`src/rtl/ctu_synch_ratio_fifo.sv`:
```
// ctu_synch_ratio_fifo
// Ratio-synchronous crossing buffer on cmp_clk. Source samples are captured
// on rx_sync pulses into a 2**AW-entry queue and released to the destination
// on tx_sync pulses, which absorbs phase drift between the two pulse trains.
// The output data/valid, occupancy and sticky overflow all come straight
// from flops, so no input reaches an output combinationally.
module ctu_synch_ratio_fifo #(
  parameter int SIZE = 1,  // data width, 1..128
  parameter int AW   = 2   // address width, depth = 2**AW, 1..4
) (
  input  logic            cmp_clk,
  input  logic            arst,
  input  logic            flush,
  input  logic            rx_sync,
  input  logic            prevld,
  input  logic [SIZE-1:0] presyncdata,
  input  logic            tx_sync,
  output logic [SIZE-1:0] syncdata,
  output logic            syncvld,
  output logic [AW:0]     occupancy,
  output logic            overflow
);

  localparam int          DEPTH   = 2 ** AW;
  localparam logic [AW:0] PTR_ONE = (AW + 1)'(1);

  // Storage and registered state. Pointers carry one extra wrap bit so that
  // full and empty can be told apart when the index bits match.
  logic [SIZE-1:0] mem_q [DEPTH];
  logic [AW:0]     wr_ptr_q, wr_ptr_d;
  logic [AW:0]     rd_ptr_q, rd_ptr_d;
  logic [AW:0]     occ_q, occ_d;
  logic [SIZE-1:0] data_q, data_d;
  logic            vld_q, vld_d;
  logic            ovf_q, ovf_d;

  // Queue status and transfer qualifiers, all derived from registered state.
  logic            empty;
  logic            full;
  logic            rd_en;
  logic            wr_en;
  logic            drop;
  logic [AW-1:0]   wr_idx;
  logic [AW-1:0]   rd_idx;

  assign wr_idx = wr_ptr_q[AW-1:0];
  assign rd_idx = rd_ptr_q[AW-1:0];

  // Empty/full decode and read/write enables. A write into a full queue is
  // still accepted when the same edge pops the head, so nothing is dropped.
  always_comb begin
    empty = (wr_ptr_q == rd_ptr_q);
    full  = (wr_idx == rd_idx) && (wr_ptr_q[AW] != rd_ptr_q[AW]);
    rd_en = tx_sync & ~empty;
    wr_en = rx_sync & prevld & (~full | rd_en);
    drop  = rx_sync & prevld & full & ~rd_en;
  end

  // Next-state computation; flush overrides any concurrent read or write.
  always_comb begin
    // NOTE: every always_comb output gets a default first so no path leaves
    // it unassigned, which would otherwise infer a latch.
    wr_ptr_d = wr_ptr_q;
    rd_ptr_d = rd_ptr_q;
    data_d   = data_q;
    vld_d    = vld_q;
    ovf_d    = ovf_q;
    if (flush) begin
      wr_ptr_d = '0;
      rd_ptr_d = '0;
      data_d   = '0;
      vld_d    = 1'b0;
      ovf_d    = 1'b0;
    end else begin
      if (wr_en) begin
        wr_ptr_d = wr_ptr_q + PTR_ONE;
      end
      if (rd_en) begin
        rd_ptr_d = rd_ptr_q + PTR_ONE;
        data_d   = mem_q[rd_idx];
        vld_d    = 1'b1;
      end else if (tx_sync) begin
        // Destination sampled an empty queue: drop valid, hold the data.
        vld_d = 1'b0;
      end
      if (drop) begin
        ovf_d = 1'b1;
      end
    end
    // Modulo 2**(AW+1) difference of the post-edge pointers.
    occ_d = wr_ptr_d - rd_ptr_d;
  end

  // Queue storage write.
  // NOTE: the array is deliberately left out of reset; empty/full come from
  // the pointers, so stale contents are never observed and the array can map
  // to plain flops or RAM without a reset network.
  always_ff @(posedge cmp_clk) begin
    if (wr_en && !flush) begin
      mem_q[wr_idx] <= presyncdata;
    end
  end

  // Control and output registers with asynchronous reset.
  always_ff @(posedge cmp_clk or posedge arst) begin
    // NOTE: sequential state uses non-blocking assignments so every flop
    // samples the pre-edge values regardless of statement order.
    if (arst) begin
      wr_ptr_q <= '0;
      rd_ptr_q <= '0;
      occ_q    <= '0;
      data_q   <= '0;
      vld_q    <= 1'b0;
      ovf_q    <= 1'b0;
    end else begin
      wr_ptr_q <= wr_ptr_d;
      rd_ptr_q <= rd_ptr_d;
      occ_q    <= occ_d;
      data_q   <= data_d;
      vld_q    <= vld_d;
      ovf_q    <= ovf_d;
    end
  end

  assign syncdata  = data_q;
  assign syncvld   = vld_q;
  assign occupancy = occ_q;
  assign overflow  = ovf_q;

endmodule

```
`config.mk`:
```
export PLATFORM = sky130hd
export DESIGN_NAME = ctu_synch_ratio_fifo
export DESIGN_NICKNAME = d
export VERILOG_FILES = /design/src/rtl/ctu_synch_ratio_fifo.sv
export SDC_FILE = /design/constraint.sdc
export NUM_CORES = 1
export LEC_CHECK = 0
export CAP_MARGIN = 0
export CORE_MARGIN = 3
export CORE_UTILIZATION = 55
export CTS_CLUSTER_SIZE = 20
export DETAILED_ROUTE_END_ITERATION = 10
export GPL_ROUTABILITY_DRIVEN = 1
export MAX_ROUTING_LAYER = met4
export PLACE_DENSITY = 0.81
export SYNTH_ARGS = -nofsm -noshare
export SYNTH_HDL_FRONTEND = slang
export SYNTH_SLANG_ARGS = --single-unit
```
`constraint.sdc`:
```
create_clock -name cmp_clk -period 5.8 [get_ports cmp_clk]
set_input_delay 0.87 -clock cmp_clk [delete_from_list [all_inputs] [get_ports cmp_clk]]
set_output_delay 0.87 -clock cmp_clk [all_outputs]
set_load 0.005 [all_outputs]
```
==> impl_metrics.csv <==
group,metric,value,unit
status,status,"completed",
global_route,grt_pass1_wl,2.546,mm
finish,n_fill_cell,104,
cts,htreeDepth,1,
global_route,grt.busiest_layer,"met1",
synthesis,ys_seq_area_share,48.41,%
synthesis,async_reset_ff_share,75.00,%
power,leakage,0.4763,nW
place,hpwlAfterDp,1.177,mm
worst_setup_path,critical-path-top-delay-family,"buffers and inverters",
floorplan,core_area,0.001383,mm2
sta,worst_pin_slew,467.8,ps
synthesis,ys_warn_count,0,
sta,drv_slew,0,
sta,fin_crit_sh,45.23,%
finish,area_delta_synth_final,19.31,%
sta,rsz0062_at_grt,"false",
floorplan,die_w,45.74,um
worst_setup_path,setup.worst_path.end_class,"register",
cts,cts_root_buf,"clkbuf_4",
global_route,grt_use_met1,25.77,%
detailed_routing,dr_total_vias,572,
finish,layout.nets,105,
sta,worst_clock_skew,3.108,ps
sta,relSlewSlack,68.78,%
place,io_buffers,12,
worst_setup_path,cp_common_cell,"inv_1",
detailed_routing,ant_nets,0,
detailed_routing,wire_per_inst,14.03,um
floorplan,die_y,45.74,um
sta,period_needed,2623,ps
floorplan,rows,13,
place,post-place-ws,2856,ps
worst_setup_path,arrival,2780,ps
detailed_routing,drt-total-wl,1.473,mm
worst_setup_path,critical_path_buf_inv_count,3,
synthesis,syn_inst,75,
finish,final_cell_count_no_fill,105,
floorplan,io_pins,13,
sta,tns,0,ps
floorplan,die_area,0.002092,mm2
place,dp.cells,101,
global_route,overflow,0,
detailed_routing,firstDrtPassIters,4,
synthesis,synth_common_cells,"dfrtp_1, inv_1, nor2_1",
synthesis,synth_flop_cell,"dfrtp_1",
synthesis,synth_edf_count,4,
finish,diodes,0,
sta,finalHoldViolCount,0,
global_route,first_global_vias,528,
place,globalplace.congestion,0.7761,
cts,clk_latency,280,ps
worst_setup_path,critPathMaxFanout,3,
sta,max_freq,381.2,MHz
sta,whs,509.2,ps
worst_setup_path,worstPathCellList,"clkdlybuf4s50_1 > inv_1 > nand3_2 > o211ai_2 > xnor2_1 > or2_1 > ha_1 > inv_1 > fa_1",
cts,clock_sinks,16,
synthesis,netlist_area,868.3,um2
cts,numCtsBuffers,3,
detailed_routing,drc,0,
cts,clkSlewWorstSetupHoldPaths,90,ps
sta,setup_violations,0,
cts,cts_resized,0,
power,ir_drop,0.1564,mV
synthesis,synth.most_common_cell,"dfrtp_1",
detailed_routing,drtIter0Drc,14,
min_path,hp-class,"reg -> reg",
global_route,grt_use_total,18.22,%
cts,postCtsSetupRepairBufs,0,
worst_setup_path,crit_slowest_cell,"clkdlybuf4s50_1",
synthesis,ys_ff_latch,16,
global_route,grt_util_met3,4.743,%
global_route,grt_max_degree,13,
worst_setup_path,crit_type,"in -> reg",
job,cap_violations,0,
synthesis,syn_area_per_cell,11.58,um2
synthesis,ys_top_cells_by_area,"dfrtp_1, edfxtp_1, ha_1",
cts,cts_tree,"done",
power,p_per_area,258.3,mW/mm2
global_route,grt_use_met2,25.07,%
synthesis,ys_types,25,
detailed_routing,via_per_inst,5.448,
finish,drive_gt1_share,11.11,%
worst_setup_path,start_kind,"input port",
synthesis,synth_largest_area_cell,"dfrtp_1",
sta,layout_setup_ws,3177,ps
global_route,antenna_found_initial,0,
cts,ctsHoldBuffers,0,
worst_setup_path,critPathMaxStageDelay,440,ps
synthesis,synth_fp_nets,89,
cts,cts_max_path_buffers,2,
floorplan,initial_utilization,62.81,%
synthesis,synth.top_cell.area_share,34.58,%
worst_setup_path,required,5960,ps
## stage by stage
step,area (um2),util (%),total power [mW]
6_report,1036,74.93,0.2676
5_1_grt,1036,74.93,0.2845
4_1_cts,1036,74.93,0.2707
3_5_place_dp,999.7,72.31,0.1989
3_3_place_gp,999.7,72.31,0.1959
2_1_floorplan,868.3,-,0.1704
## layout by cell type (no fill, tap or decap), types with 2 or more instances in the layout
| cell | count |
|---|---|
| clkdlybuf4s50_1 | 12 |
| dfrtp_1 | 12 |
| inv_1 | 10 |
| nor2_1 | 9 |
| ha_1 | 6 |
| xnor2_1 | 4 |
| nand2_1 | 4 |
| and2_1 | 4 |
| edfxtp_1 | 4 |
| mux2i_1 | 3 |
| clkbuf_4 | 3 |
| xnor2_2 | 2 |
| nand3_1 | 2 |
| a31oi_1 | 2 |
## worst reg2reg max path, stage by stage, from the launching register on
cell      delay, ps
dfrtp_1         470
xnor2_2         300
nand3_2         160
o211ai_2        260
xnor2_1          90
or2_1           230
ha_1            200
inv_1            70
fa_1            410
## kinds of logic after synthesis
family                     share of synthesized area, %
and+or+nand+nor                                   12.25
DFF                                               48.42
muxes                                             6.485
xor gates and xnor gates                          8.789
buffers and inverters                             5.188
adders and majority gates                         10.95
AOI/OAI and AO/OA                                 7.924
## final timing paths
check                             from           end  depth (start not counted)  slack [ps]
max in group asynchronous         arst       syncvld                          2        4590
setup reg to reg           rd_ptr_q[0]  occupancy[1]                          8        3500
setup / recovery               tx_sync  occupancy[1]                          9        3180
min in group asynchronous         arst   wr_ptr_q[2]                          2         890
hold / removal                overflow      overflow                          2         510
hold reg to reg               overflow      overflow                          2         510
## area by class of cell
cell class / count / area [um2] / area share [%]
flip-flops and latches: 16 / 420.4 / 40.58
multi-input cells: 48 / 402.9 / 38.89
repair buffers: 12 / 120.1 / 11.59
inverters: 10 / 37.54 / 3.623
clock buffers: 4 / 36.28 / 3.502
well taps: 15 / 18.77 / 1.812
## flip-flops by register name, summed over array words and instances, names as in the netlist
register,cells
syncvld,1
overflow,1
rd_ptr_q,3
wr_ptr_q,3
occupancy,3
syncdata,1
mem_q,4
## routing by layer
metal  routed length, um  up-vias  part of all wire (%)
met5                   0        -                     0
met4                  13        0                  0.88
met3                  63        2                   4.3
met2                 735       10                    50
met1                 660      277                    45
li1                    -      283                     -
## power by group
group	switching [mW]	leakage [nW]	total [mW]	internal, mW
registers	0.00771	0.200	0.134	0.126
clock network	0.0339	0.0210	0.0721	0.0381
logic	0.0279	0.255	0.0619	0.0340
total	0.0696	0.476	0.268	0.198
No activity file was read; power rests on OpenSTA's default activity.
